**config.mk**
```make
export PLATFORM = sky130hd
export DESIGN_NAME = mem_arbiter
export DESIGN_NICKNAME = d
export VERILOG_FILES = /design/src/rtl/mem_arbiter.sv
export SDC_FILE = /design/constraint.sdc
export NUM_CORES = 1
export LEC_CHECK = 0
export CORE_MARGIN = 3
export CORE_UTILIZATION = 46
export CTS_BUF_LIST = sky130_fd_sc_hd__clkbuf_4 sky130_fd_sc_hd__clkbuf_8
export DETAILED_ROUTE_END_ITERATION = 8
export PLACE_DENSITY = 0.82
export SLEW_MARGIN = 20
export SYNTH_ARGS = -nofsm -noshare
export SYNTH_HDL_FRONTEND = slang
export SYNTH_SLANG_ARGS = --single-unit
```
**constraint.sdc**
```tcl
create_clock -name clk -period 2.5 [get_ports clk]
set_input_delay 0.25 -clock clk [delete_from_list [all_inputs] [get_ports clk]]
set_output_delay 0.25 -clock clk [all_outputs]
set_load 0.01 [all_outputs]
```
**src/rtl/mem_arbiter.sv**
```systemverilog
// Two-port (fetch / load-store) arbiter onto a single RAM or peripheral bus,
// with data priority bounded by an anti-starvation streak counter.
//   state   | meaning
//   IDLE    | arbitrate; streak counter updated here only
//   ACCESS  | target driven; RAM_LATENCY cycles for RAM, 1 for peripheral
//   RESPOND | last cycle of the transaction; ack/rdata registered out of it
module mem_arbiter #(
  parameter int RAM_LATENCY     = 2,
  parameter int MAX_DATA_STREAK = 4
) (
  input  logic        clk,
  input  logic        rst,
  input  logic        if_req,
  input  logic [31:0] if_addr,
  output logic [31:0] if_rdata,
  output logic        if_ack,
  input  logic        d_req,
  input  logic        d_we,
  input  logic [31:0] d_addr,
  input  logic [31:0] d_wdata,
  output logic [31:0] d_rdata,
  output logic        d_ack,
  output logic [31:0] ram_address,
  output logic [31:0] ram_data_in,
  output logic        ram_write_enable,
  input  logic [31:0] ram_data_out,
  output logic [31:0] per_addr,
  output logic [31:0] per_data_in,
  output logic        per_write_enable,
  input  logic [31:0] per_rdata,
  output logic        busy
);

  typedef enum logic [1:0] {
    IDLE    = 2'd0,
    ACCESS  = 2'd1,
    RESPOND = 2'd2
  } state_t;

  localparam logic [3:0] STREAK_MAX   = 4'(MAX_DATA_STREAK);
  localparam logic [3:0] RAM_CNT_INIT = 4'(RAM_LATENCY - 1);

  state_t      state_q, state_d;
  logic        owner_is_data_q, owner_is_data_d;
  logic        tgt_ram_q, tgt_ram_d;
  logic        we_q, we_d;
  logic [3:0]  cnt_q, cnt_d;
  logic [3:0]  streak_q, streak_d;
  logic [31:0] cap_q, cap_d;
  logic [31:0] if_rdata_q, if_rdata_d;
  logic [31:0] d_rdata_q, d_rdata_d;
  logic        if_ack_q, if_ack_d;
  logic        d_ack_q, d_ack_d;
  logic [31:0] ram_address_q, ram_address_d;
  logic [31:0] ram_data_in_q, ram_data_in_d;
  logic        ram_we_q, ram_we_d;
  logic [31:0] per_addr_q, per_addr_d;
  logic [31:0] per_data_in_q, per_data_in_d;
  logic        per_we_q, per_we_d;
  logic        busy_q, busy_d;

  logic        gnt_fetch, gnt_data, gnt_ram, gnt_we;
  logic [31:0] gnt_addr;

  always_comb begin
    state_d         = state_q;
    owner_is_data_d = owner_is_data_q;
    tgt_ram_d       = tgt_ram_q;
    we_d            = we_q;
    cnt_d           = cnt_q;
    streak_d        = streak_q;
    cap_d           = cap_q;
    if_rdata_d      = if_rdata_q;
    d_rdata_d       = d_rdata_q;
    if_ack_d        = 1'b0;
    d_ack_d         = 1'b0;
    ram_address_d   = ram_address_q;
    ram_data_in_d   = ram_data_in_q;
    ram_we_d        = 1'b0;
    per_addr_d      = per_addr_q;
    per_data_in_d   = per_data_in_q;
    per_we_d        = 1'b0;
    gnt_fetch       = 1'b0;
    gnt_data        = 1'b0;
    gnt_ram         = 1'b0;
    gnt_we          = 1'b0;
    gnt_addr        = '0;

    case (state_q)
      IDLE: begin
        // Fetch wins a tie only once data has held the bus STREAK_MAX times in a row.
        gnt_fetch = if_req && (!d_req || (streak_q == STREAK_MAX));
        gnt_data  = d_req && !gnt_fetch;
        gnt_addr  = gnt_data ? d_addr : if_addr;
        gnt_ram   = (gnt_addr[31:29] == 3'b000);
        gnt_we    = gnt_data && d_we;

        if (!if_req || gnt_fetch) begin
          streak_d = '0;
        end else if (gnt_data && (streak_q != STREAK_MAX)) begin
          streak_d = streak_q + 4'd1;
        end

        if (gnt_fetch || gnt_data) begin
          state_d         = ACCESS;
          owner_is_data_d = gnt_data;
          tgt_ram_d       = gnt_ram;
          we_d            = gnt_we;
          if (gnt_ram) begin
            ram_address_d = gnt_addr;
            if (gnt_data) ram_data_in_d = d_wdata;
            ram_we_d      = gnt_we;
            cnt_d         = RAM_CNT_INIT;
          end else begin
            per_addr_d    = gnt_addr;
            if (gnt_data) per_data_in_d = d_wdata;
            per_we_d      = gnt_we;
            cnt_d         = 4'd0;
          end
        end
      end

      ACCESS: begin
        if (cnt_q == 4'd0) begin
          state_d = RESPOND;
          if (!we_q) cap_d = tgt_ram_q ? ram_data_out : per_rdata;
        end else begin
          cnt_d = cnt_q - 4'd1;
        end
      end

      RESPOND: begin
        state_d = IDLE;
        if (owner_is_data_q) begin
          d_ack_d = 1'b1;
          if (!we_q) d_rdata_d = cap_q;
        end else begin
          if_ack_d   = 1'b1;
          if_rdata_d = cap_q;
        end
      end

      default: state_d = IDLE;
    endcase

    busy_d = (state_d != IDLE);
  end

  always_ff @(posedge clk) begin
    if (rst) begin
      state_q         <= IDLE;
      owner_is_data_q <= 1'b0;
      tgt_ram_q       <= 1'b0;
      we_q            <= 1'b0;
      cnt_q           <= '0;
      streak_q        <= '0;
      cap_q           <= '0;
      if_rdata_q      <= '0;
      d_rdata_q       <= '0;
      if_ack_q        <= 1'b0;
      d_ack_q         <= 1'b0;
      ram_address_q   <= '0;
      ram_data_in_q   <= '0;
      ram_we_q        <= 1'b0;
      per_addr_q      <= '0;
      per_data_in_q   <= '0;
      per_we_q        <= 1'b0;
      busy_q          <= 1'b0;
    end else begin
      state_q         <= state_d;
      owner_is_data_q <= owner_is_data_d;
      tgt_ram_q       <= tgt_ram_d;
      we_q            <= we_d;
      cnt_q           <= cnt_d;
      streak_q        <= streak_d;
      cap_q           <= cap_d;
      if_rdata_q      <= if_rdata_d;
      d_rdata_q       <= d_rdata_d;
      if_ack_q        <= if_ack_d;
      d_ack_q         <= d_ack_d;
      ram_address_q   <= ram_address_d;
      ram_data_in_q   <= ram_data_in_d;
      ram_we_q        <= ram_we_d;
      per_addr_q      <= per_addr_d;
      per_data_in_q   <= per_data_in_d;
      per_we_q        <= per_we_d;
      busy_q          <= busy_d;
    end
  end

  assign if_rdata         = if_rdata_q;
  assign if_ack           = if_ack_q;
  assign d_rdata          = d_rdata_q;
  assign d_ack            = d_ack_q;
  assign ram_address      = ram_address_q;
  assign ram_data_in      = ram_data_in_q;
  assign ram_write_enable = ram_we_q;
  assign per_addr         = per_addr_q;
  assign per_data_in      = per_data_in_q;
  assign per_write_enable = per_we_q;
  assign busy             = busy_q;

endmodule

```
==> metrics.md <==
| Metric | Value |
|---|---|
| Startpoint Class | `flop` |
| RD Place Congestion | `0.932` |
| Crit end category | `flop` |
| Slowest-stage cell, CP | `dfxtp_1` |
| Kind of critical path | `reg2reg` |
| Worst-Skew Late Latency | `between 0.5 and 0.6 ns` |
| Height of the die | `about 150 µm` |
| Async S/R FF share, synth | `0%` |
| Clock skew | `around 0.021 ns` |
| Clock sink count | `242` |
| Pwr/cell area | `649 mW/mm²` |
| Final wirelength | `32300 µm` |
| Post-CTS Hold Fix Bufs | `0` |
| Top post-synthesis cells by area | `dfxtp_1, nand2_1, a21oi_1, a311oi_2, mux2i_1` |
| Fillers | `1641` |
| Least-Margin Pin Slew | `0.780 ns` |
| Pin count of the biggest net entering global routing | `87` |
| Storage cell area | `0.00485 mm²` |
| Crit-path cells | `inv_1, ha_1, and4b_1, nor3_1, o21ai_2, buf_4, a221oi_1` |
| Comb pwr share | `17.4%` |
| Synth Register Bits | `242` |
| EDFF count, synth | `0` |
| Drt first pass iters | `5` |
| Post-Layout Inst Area | `between 0.01 and 0.015 mm²` |
| Io pins | `about 360` |
| Final #Nets | `1656` |
| Global Route Usage Sum | `26.2%` |
| Ratio of cells with drive above 1 in the final layout | `9.45%` |
| Post-CTS Setup Inserts | `0` |
| Maximum buffer depth of the clock tree | `3` |
| Max cap viols | `0` |
| Multi-input gate area | `0.00445 mm²` |
| Post-layout min period | `2.17 ns` |
| Top post-synthesis cells by count | `nand2_1, dfxtp_1, a21oi_1` |
| Wirelength per Cell | `18.1 µm` |
| Sum Neg Setup Slack | `0 ns` |
| GR Overflow Total | `0` |
| Worst-path clk slew | `0.06 ns` |
| Switching Share | `26.8%` |
| DP HPWL | `22000 µm` |
| Outcome | `complete, no violations` |
| Initial antenna violation count | `0` |
| Top_reg_cell synth | `dfxtp_1` |
| Syn Inst Count | `1159` |
| Fin crit share | `86.7%` |
| Clk network pwr share | `a little under two fifths` |
| Mean Syn Cell Area | `around 8.5 µm²` |
| CTS tree | `built` |
| DR vias/cell | `5.51` |
| H-tree depth | `2` |
| Crit path depth | `7` |
| IR drop worst, VDD | `0.000376 V` |
| First-pass GRT wire length | `50700 µm` |
| Total core area | `slightly above 0.02 mm²` |
| Leakage | `4.98 nW` |
| Root buf cell | `clkbuf_8` |
| Min-delay worst type | `in2reg` |
| Setup repair after global routing missed its margin | `false` |
| CTS Buf Count | `40` |
| Synth Warn # | `0` |
| Synth-to-Final Area Change | `47.6%` |
| Worst-path fanout max | `34` |
| Most common cell in the netlist | `nand2_1` |
| Yosys cell types | `50` |
| ANT nets after route | `0` |
| Arr. time, crit path | `2.59 ns` |
| P_sw | `2.52 mW` |
| Crit path max-delay family | `simple AND/OR/NAND/NOR gates` |
| I/O Buffers | `361` |
| Die Wd | `152 µm` |
| Final setup viols | `0` |
| PostCTS Resize Cnt | `0` |
| Initial DRC Count | `between 400 and 500` |
| Worst relative slew slack | `48.0%` |
| Post-Synthesis Cell Area | `0.00983 mm²` |
| Row cnt | `52` |
| DRC | `0` |
| Total number of vias | `just under 10k` |
| Inserted Diodes | `0` |
| Share of power burned in registers | `45.1%` |
| Yosys top cell by area | `dfxtp_1` |
| Crit path buf inv count | `2` |
| Worst EP required | `~2.9 ns` |
| Reg2Reg Depth | `7` |
| Int Power | `approximately 7 mW` |
| Final hold violation count | `0` |
| Critical path's largest stage delay | `0.39 ns` |
| Hold Crit Depth | `2` |
| Syn Nets | `1328` |
| Die area | `0.0232 mm²` |
| Number of global-route vias before repair | `9436` |
| Sequential element share of the synthesized area | `49.3%` |
| Final Max Tran Viols | `0` |
| Synth top area share | `49.3%` |
| Cell area after placement | `0.0137 mm²` |
| Starting Density | `47.7%` |
| Fmax | `462 MHz` |
## logic make-up (layout without fill, tap and decap cells)
group / count (synthesis) / count (layout) / share of synthesized area [%]
fa+ha+maj: 4 / 4 / 0.509
xor+xnor: 5 / 5 / 0.445
mux: 33 / 33 / 3.36
compound gates: 268 / 268 / 19.7
flops: 242 / 242 / 49.3
buf+inv: 137 / 492 / 5.73
simple gates: 470 / 470 / 21.0
## sequential cells by signal (all words and copies together), names as in the netlist
register          count
streak_q              4
if_ack                1
ram_write_enable      1
ram_address          32
state_q               2
d_rdata              32
per_write_enable      1
busy                  1
tgt_ram_q             1
cap_q                32
ram_data_in          32
if_rdata             32
we_q                  1
per_addr             32
per_data_in          32
owner_is_data_q       1
cnt_q                 4
d_ack                 1
## cells in the final DEF, fill, tap and decap left out, drive strengths merged, types with 4 or more instances in the layout
cell           instances
dfxtp                242
ha                     4
buf                   29
nor3                  39
clkinv                 8
clkbuf                59
clkdlybuf4s50        360
nor2                  46
a21oi                136
a221oi                29
a311oi                30
nand2                326
mux2i                 33
inv                   35
nand3                  6
or4                   29
o21ai                  4
o31ai                 29
a211oi                32
xor2                   4
## worst paths after layout
path | start | end | slack, ns
setup / recovery | streak_q[0] | ram_address[4] | 0.33
hold / removal | rst | if_rdata[3] | 0.12
setup reg to reg | streak_q[0] | ram_address[4] | 0.33
hold reg to reg | d_rdata[21] | d_rdata[21] | 0.45
## layer usage
metal	track usage (%)	wire, µm	up-vias
met1	31.0	12500	4558
li1	-	-	4693
met2	45.4	15700	495
met4	10.3	1250	0
met5	0	0	-
met3	6.73	2770	90
## power by group through the flow
stage / logic (mW) / clock network [mW] / registers [mW]
after floorplan: 0.742 / 0 / 4.37
after global placement: 1.61 / 0 / 4.32
after detailed placement: 1.63 / 0 / 4.33
after CTS: 1.64 / 3.60 / 4.25
after global routing: 1.76 / 3.79 / 4.27
final: 1.64 / 3.53 / 4.25
## per-stage QoR
stage               hold WS (ns)  util [%]  setup WS (ns)  total power [mW]  cells
floorplan                  0.386         -          0.580              5.11   1159
global placement           0.441      66.4          0.213              5.92   1715
detailed placement         0.446      66.4          0.109              5.96   1715
CTS                       0.0783      70.3          0.339              9.49   1784
global route              0.0752      70.3          0.171              9.82   1784
finish                     0.118      70.3          0.333              9.42   1784
## layout make-up
type,count,share of cell area (%)
sequential,242,33.4
multi-input combinational,780,30.7
clock inverter,10,0.543
clock buffer,59,5.08
tap,270,2.33
inverter,34,0.880
timing repair buffer,389,27.1
## worst reg2reg max path: stages (launching register included)
cell and delay [ns]:
dfxtp_1 0.39, inv_1 0.06, ha_1 0.23, and4b_1 0.29
nor3_1 0.35, o21ai_2 0.11, buf_4 0.27, a221oi_1 0.37
No activity file was read; power rests on OpenSTA's default activity.
